<file path="src/rtl/contador_tempo.sv">
// contador_tempo: 3-digit BCD m:ss countdown timer loaded by keypad digits, ticked at 1 Hz.
// Define CONTADOR_SEG7_EN to add 7-segment (a..g, active-high) decoded digit outputs.
module contador_tempo #(
    parameter int MAX_MIN = 9
) (
    input  logic       clk,
    input  logic       clear,
    input  logic [3:0] D,
    input  logic       loadn,
    input  logic       pgt_1Hz,
    input  logic       enablen,
    output logic [3:0] secs_ones,
    output logic [3:0] secs_tens,
    output logic [3:0] mins,
    output logic       zero,
    output logic       done
`ifdef CONTADOR_SEG7_EN
    ,
    output logic [6:0] secs_ones_segs,
    output logic [6:0] secs_tens_segs,
    output logic [6:0] min_segs
`endif
);

    typedef enum logic [1:0] {
        S_EMPTY,
        S_ARMED,
        S_RUNNING,
        S_PAUSED
    } state_t;

    localparam logic [3:0] MAX_L = 4'(MAX_MIN);

    state_t     state_q, state_d;
    logic [3:0] ones_q, ones_d;
    logic [3:0] tens_q, tens_d;
    logic [3:0] mins_q, mins_d;
    logic       done_q, done_d;
    logic       loadn_q, loadn_d;

    logic strobe;
    logic entry;
    logic dec;
    logic nxt_zero;

    assign loadn_d  = loadn;
    assign strobe   = loadn_q & ~loadn;
    assign entry    = strobe & (D <= 4'd9) & (state_q != S_RUNNING);
    assign zero     = (ones_q == 4'd0) & (tens_q == 4'd0) & (mins_q == 4'd0);
    assign dec      = (state_q == S_RUNNING) & ~enablen & pgt_1Hz & ~zero;
    assign nxt_zero = (ones_d == 4'd0) & (tens_d == 4'd0) & (mins_d == 4'd0);

    always_ff @(posedge clk) begin
        if (clear) begin
            state_q <= S_EMPTY;
        end else begin
            state_q <= state_d;
        end
    end

    always_ff @(posedge clk) begin
        if (clear) begin
            ones_q  <= 4'd0;
            tens_q  <= 4'd0;
            mins_q  <= 4'd0;
            done_q  <= 1'b0;
            loadn_q <= 1'b1;
        end else begin
            ones_q  <= ones_d;
            tens_q  <= tens_d;
            mins_q  <= mins_d;
            done_q  <= done_d;
            loadn_q <= loadn_d;
        end
    end

    // Transitions look at the time as it will be after this cycle's entry.
    always_comb begin
        state_d = state_q;
        unique case (state_q)
            S_EMPTY: begin
                if (entry) state_d = S_ARMED;
            end
            S_ARMED, S_PAUSED: begin
                if (nxt_zero)      state_d = S_EMPTY;
                else if (!enablen) state_d = S_RUNNING;
            end
            S_RUNNING: begin
                if (enablen)       state_d = S_PAUSED;
                else if (nxt_zero) state_d = S_EMPTY;
            end
            default: state_d = S_EMPTY;
        endcase
    end

    // A tick in RUNNING outranks a strobe; entry is already blocked there.
    always_comb begin
        ones_d = ones_q;
        tens_d = tens_q;
        mins_d = mins_q;
        done_d = 1'b0;
        if (dec) begin
            if (ones_q != 4'd0) begin
                ones_d = ones_q - 4'd1;
            end else begin
                ones_d = 4'd9;
                if (tens_q != 4'd0) begin
                    tens_d = tens_q - 4'd1;
                end else begin
                    tens_d = 4'd5;
                    mins_d = mins_q - 4'd1;
                end
            end
            done_d = (mins_q == 4'd0) & (tens_q == 4'd0)
                   & (ones_q == 4'd1);
        end else if (entry) begin
            mins_d = (tens_q > MAX_L) ? MAX_L : tens_q;
            tens_d = ones_q;
            ones_d = D;
        end
    end

    assign secs_ones = ones_q;
    assign secs_tens = tens_q;
    assign mins      = mins_q;
    assign done      = done_q;

`ifdef CONTADOR_SEG7_EN
    function automatic logic [6:0] seg7(input logic [3:0] v);
        logic [6:0] s;
        case (v)
            4'd0:    s = 7'b1111110;
            4'd1:    s = 7'b0110000;
            4'd2:    s = 7'b1101101;
            4'd3:    s = 7'b1111001;
            4'd4:    s = 7'b0110011;
            4'd5:    s = 7'b1011011;
            4'd6:    s = 7'b1011111;
            4'd7:    s = 7'b1110000;
            4'd8:    s = 7'b1111111;
            4'd9:    s = 7'b1111011;
            default: s = 7'b0000000;
        endcase
        return s;
    endfunction

    assign secs_ones_segs = seg7(ones_q);
    assign secs_tens_segs = seg7(tens_q);
    assign min_segs       = (mins_q == 4'd0) ? 7'b0000000 : seg7(mins_q);
`endif

endmodule

</file>
<file path="config.mk">
export PLATFORM = sky130hd
export DESIGN_NAME = contador_tempo
export DESIGN_NICKNAME = d
export VERILOG_FILES = /design/src/rtl/contador_tempo.sv
export SDC_FILE = /design/constraint.sdc
export NUM_CORES = 1
export LEC_CHECK = 0
export CAP_MARGIN = 5
export CORE_MARGIN = 3
export CORE_UTILIZATION = 35
export CTS_CLUSTER_DIAMETER = 60
export DETAILED_ROUTE_END_ITERATION = 12
export PLACE_DENSITY = 0.59
export REMOVE_ABC_BUFFERS = 1
export SLEW_MARGIN = 5
export SYNTH_ARGS = -nofsm -noshare
export SYNTH_HDL_FRONTEND = slang
export SYNTH_SLANG_ARGS = --single-unit
</file>
<file path="constraint.sdc">
create_clock -name clk -period 3.5 [get_ports clk]
set_input_delay 0.35 -clock clk [delete_from_list [all_inputs] [get_ports clk]]
set_output_delay 0.35 -clock clk [all_outputs]
set_load 0.05 [all_outputs]
</file>
# After elaboration in Yosys (flattened, before gate mapping)
# Cells that the tools add are included.
[word_totals]
ff_bits = 16
latch_bits = 0
ramBits = 0
rom_bits = 0
input_bits = 9
out_inout_bits = 14
wordCells = 65
mem_count = 0
[op_classes]
addsub = 3
mul = 0
div_mod_pow = 0
magnitude_cmp = 2
eq_ne = 8
shifts = 0
n_mux = 18
bitwise = 16
n_reduce_logical = 12
[ops]
columns = ["op", "n"]
rows = [
  ["$mux 4", 12],
  ["$logic_not 4->1", 6],
  ["$and 1x1->1", 12],
  ["$sub 4x1->4 const B", 3],
  ["$mux 2", 5],
  ["$reduce_bool 4->1", 2],
  ["$ne 3x3->1 const B", 2],
  ["$pmux 2 s3", 1],
  ["$eq 2x2->1 const B", 2],
  ["$eq 4x1->1 const B", 1],
  ["$gt 4x4->1 const B", 1],
  ["$le 4x4->1 const B", 1],
  ["$ne 2x2->1 const B", 2],
  ["$not 1->1", 4],
  ["$reduce_or 2->1", 2],
  ["$reduce_and 3->1", 1],
  ["$eq 2x1->1 const B", 1],
  ["$logic_not 2->1", 1],
]

# Depth between registers and ports, before layout
[logic_depth]
word_depth = 12
depth_mapped = 9
ltp_nobuf = 9

# Least setup slack after synthesis
# OpenSTA, ideal clock, no wires.
[synth_timing]
path_type = "register to output"
start = "register ones_q[0], in the netlist secs_ones[0]"
end = "output zero"
arrival_ns = 2.402
slack_ns = 0.748
stages_incl_launch_ff = 4
path_buffers = 1
cell_sequence = "dfxtp_1 -> buf_2 -> or4_4 -> nor3_1"
[synth_via]
elab_chain_cells = 3
[synth_rtl]
columns = ["item", "line", "source"]
rows = [
  ["start, declared", "35", "logic [3:0] ones_q, ones_d;"],
  ["start signal, assigned", "69", "ones_q <= ones_d;"],
  ["$logic_not 4->1", "49", "assign zero = (ones_q == 4'd0) & (tens_q == 4'd0) & (mins_q == 4'd0);"],
  ["$and 1x1->1 (2 in a row)", "49", ""],
  ["end, declared", "15", "output logic zero,"],
]
# No other way between the ends.

# Worst setup path in the final report
[layout_timing]
start = "register ones_q[3], in the netlist secs_ones[3]"
end = "output zero"
# Same word-level chain as after synthesis.

==> impl.org <==
** Finish
- Total of fill cells in the finished design :: 321
- Final #Nets :: 170
- Cells with a size suffix above 1 make up 11.5% of the layout.
- Ant diodes :: 0
- Compared with the post-synthesis result, the final layout area differs by 23.4%.

** Synth
- Post-Synthesis Cell Area :: 1130 µm²
- After Yosys synthesis, full adders, half adders and majority gates account for 2.21% of the synthesized area.
- Biggest area consumer among synthesized cells :: dfxtp_1
- After synthesis, the share of cell area in mux cells is 3.64%.
- Area fraction in and, or, nand and nor cells after synthesis :: 32.8%
- The most used flip-flop cell after synthesis is dfxtp_1.
- Average cell area after synthesis :: 8.16 µm²
- Number of synthesized flops with an enable pin :: 0
- Of the total synthesized cell area, the portion taken by XOR and XNOR cells is 0%.
- Number of distinct library cells after synthesis :: 52
- Sorting the synthesized cells by area gives the leading types as dfxtp_1 28%, nor2_1 7.0%, nor4_1 3.3%, mux2i_1 2.6%, o21ai_0 2.6%.
- Most instantiated library cell after synthesis :: nor2_1
- After synthesis, the largest area contributor takes up 28.3% of total cell area.
- Most common library cells after synthesis :: 21 x nor2_1, 16 x dfxtp_1, 6 x nor4_1, 6 x o21ai_0
- FF+latch count, synth :: 16
- Summing the areas of all compound-gate instances in the mapped netlist gives 27.3% of the synthesized area.
- By area, the combinational part of the netlist is dominated by simple AND/OR/NAND/NOR gates.
- Sequential elements use 28.3% of the synthesized area.
- Number of warnings reported in the yosys synthesis log :: 0
- Counting every instance in the synthesized netlist gives 139.
- In the synthesized netlist the async set-or-reset flop fraction comes to 0%.

** Run status
- Outcome :: finished clean

** Worst setup path
- For the worst setup path, the data arrival time is 2.50 ns.
- Critical Setup Path Class :: register to output pin
- Along the worst path, the maximum fanout reaches 9.
- Critical register-to-register path startpoint :: secs_ones[3]$_SDFF_PP0_
- Data required time of the worst path :: 3.15 ns
- Measured in cells, the most critical reg-to-reg path has a length of 7.
- R2r endpoint :: state_q[1]$_SDFFE_PP0P_
- The worst setup path is launched from a register.
- The worst setup path is captured at an output pin.
- Reg-to-reg slack, setup :: 0.90 ns

** Clocking
- Total of cells resized after clock tree synthesis :: 0
- CTS tree :: yes
- The number of setup buffers added after CTS is 0.
- Clock insertion delay at the later pin of the skew report :: 0.28 ns
- Buffers inserted to repair hold after CTS numbered 0.
- The number of clock buffers added by TritonCTS is 3.
- The clock net in this run drives a total of 16 sinks.
- CTS built an H-tree with a depth of 1.
- The root buffer cell chosen for the clock tree is clkbuf_4.
- Clock slew seen by the registers of the worst setup and hold paths :: 0.09 ns
- In this run the deepest clock path goes through 2 buffers.

** Pwr
- Total internal power :: 317 µW
- Cell area power density :: 375 nW/µm²
- Clock share of power :: 18.2%
- Net switching is 39.5% of the power.
- Switching power total :: 207 µW
- Share of power burned in combinational logic :: 41.0%
- Leakage power total :: 0.496 nW
- Worst IR Drop VDD :: 0.000186 V
- Fraction of power consumed by sequential logic :: 40.8%

** STA
- Max Freq :: 351 MHz
- The number of endpoints with negative hold slack in the final report was 0.
- Clock skew on the completed layout was measured at 0.00477 ns.
- Post-layout minimum cycle time :: 2.85 ns
- Setup violations remaining at the end of the flow were counted as 0.
- Worst slew margin relative to its limit :: 57.0%
- Slew Viols, Final :: 0
- Period utilisation layout :: 81.3%
- Worst hold-check slack :: 0.570 ns
- At the pin with the least slew margin, the transition time is 0.642 ns.
- RSZ-0062 raised after global routing :: false
- In the final timing run, aggregate negative setup slack is 0 ns.

** Routing
- The routed layout has 1184 vias.
- DRC :: 0
- Number of search-and-repair iterations in the first detailed-routing pass :: 4
- Average wire length per cell after detail routing :: 15.2 µm
- In this run, the number of DRC markers left after iteration 0 of detailed routing was 69.
- Final wirelength :: 3.06 mm
- Antenna-violating nets left :: 0
- Routed vias/inst :: 5.89

** Placed design
- The congestion estimate from routability-driven global placement came to 0.853.
- In this run the tool buffered the top-level ports with 22 buffer cells.
- Final HPWL DP :: 2.33 mm

** Min path
- The min-delay analysis places its worst path in the category register to register.
- The path with the worst hold slack has its endpoint at state_q[1]$_SDFFE_PP0P_.
- The startpoint identified for the worst hold timing path is state_q[1]$_SDFFE_PP0P_.
- Hold depth :: 2

** GRT
- Total global routing overflow :: 0
- Antenna violations before repair :: 0
- Global routing used 16.1% of the available tracks across all layers.
- The first global-routing pass estimated 5.23 mm of wire.
- Entering global routing, the biggest net connects 19 pins.
- Via count of the first global-routing pass :: 1107

** Die
- The die is 62.9 µm wide.
- The die is 62.9 µm tall.
- The total area inside the core boundary comes to 3080 µm².
- 23 I/O pins were placed.
- Initial Util :: 36.8%
- The initialized floorplan defines 20 standard-cell rows.
- Die area :: 3960 µm²

** Job
- Max-capacitance violation count :: 0
## per-layer routing
layer	global-route usage [%]	vias to the layer above	wire (µm)
li1	-	575	-
met5	0	-	0
met1	20.8	549	1380
met2	26.0	50	1410
met3	3.06	10	196
met4	6.61	0	76
## power groups by stage
stage          Sequential [mW]  Clock (mW)  Combinational, mW
3_5_place_dp             0.218           0              0.214
2_1_floorplan            0.243           0              0.121
4_1_cts                  0.214      0.0986              0.215
6_report                 0.214      0.0954              0.215
5_1_grt                  0.217       0.104              0.233
3_3_place_gp             0.218           0              0.214
## through the flow
step	instance area (µm²)	utilization, %	std cells	setup WS, ns	power (mW)
finish	1400	45.4	201	0.653	0.525
global route	1400	45.4	201	0.569	0.554
CTS	1400	45.4	201	0.647	0.527
detailed placement	1380	44.7	198	0.528	0.432
global placement	1380	44.7	198	0.694	0.432
floorplan	1090	-	130	0.750	0.364
## sequential cells by signal (all words and copies together) (netlist names)
register,cells
secs_ones,4
state_q,2
loadn_q,1
mins,4
done,1
secs_tens,4
## cells by family after synthesis
kind of cell,after synthesis
simple gates,63
buf+inv,14
fa+ha+maj,2
mux,4
flops,16
compound gates,40
## how the worst max path moves through the flow
stage / endpoint / slack, ns / cells past startpoint / start
floorplan: zero / 0.75 / 2 / secs_ones[3]$_SDFF_PP0_
global placement: state_q[0]$_SDFFE_PP0P_ / 0.69 / 8 / enablen
detailed placement: state_q[1]$_SDFFE_PP0P_ / 0.53 / 8 / enablen
CTS: zero / 0.65 / 3 / secs_ones[3]$_SDFF_PP0_
global route: zero / 0.57 / 3 / secs_ones[3]$_SDFF_PP0_
finish: zero / 0.65 / 3 / secs_ones[3]$_SDFF_PP0_
## cells in the final DEF (no fill, tap or decap), types with 5 or more instances in the layout
cell type	Yosys	layout
nand2_1	5	5
nor4_1	6	6
o21ai_0	6	6
a21oi_1	5	5
clkdlybuf4s50_1	0	22
nor3_1	5	5
inv_1	5	5
dfxtp_1	16	16
nor2_1	21	21
## critical path: stages (launching register included)
cell and delay (ns):
dfxtp_1 0.42, or4_1 0.72, nor3_1 0.24, clkdlybuf4s50_1 0.83
## final cells by class
class	instances	area, µm²	share of cell area, %
clock buffer	3	22.5	1.61
inverter	5	18.8	1.34
multi-input combinational	109	747	53.4
sequential	16	320	22.9
tap	44	55.1	3.94
timing repair buffer	24	235	16.8
(Power assumes the default switching activity.)
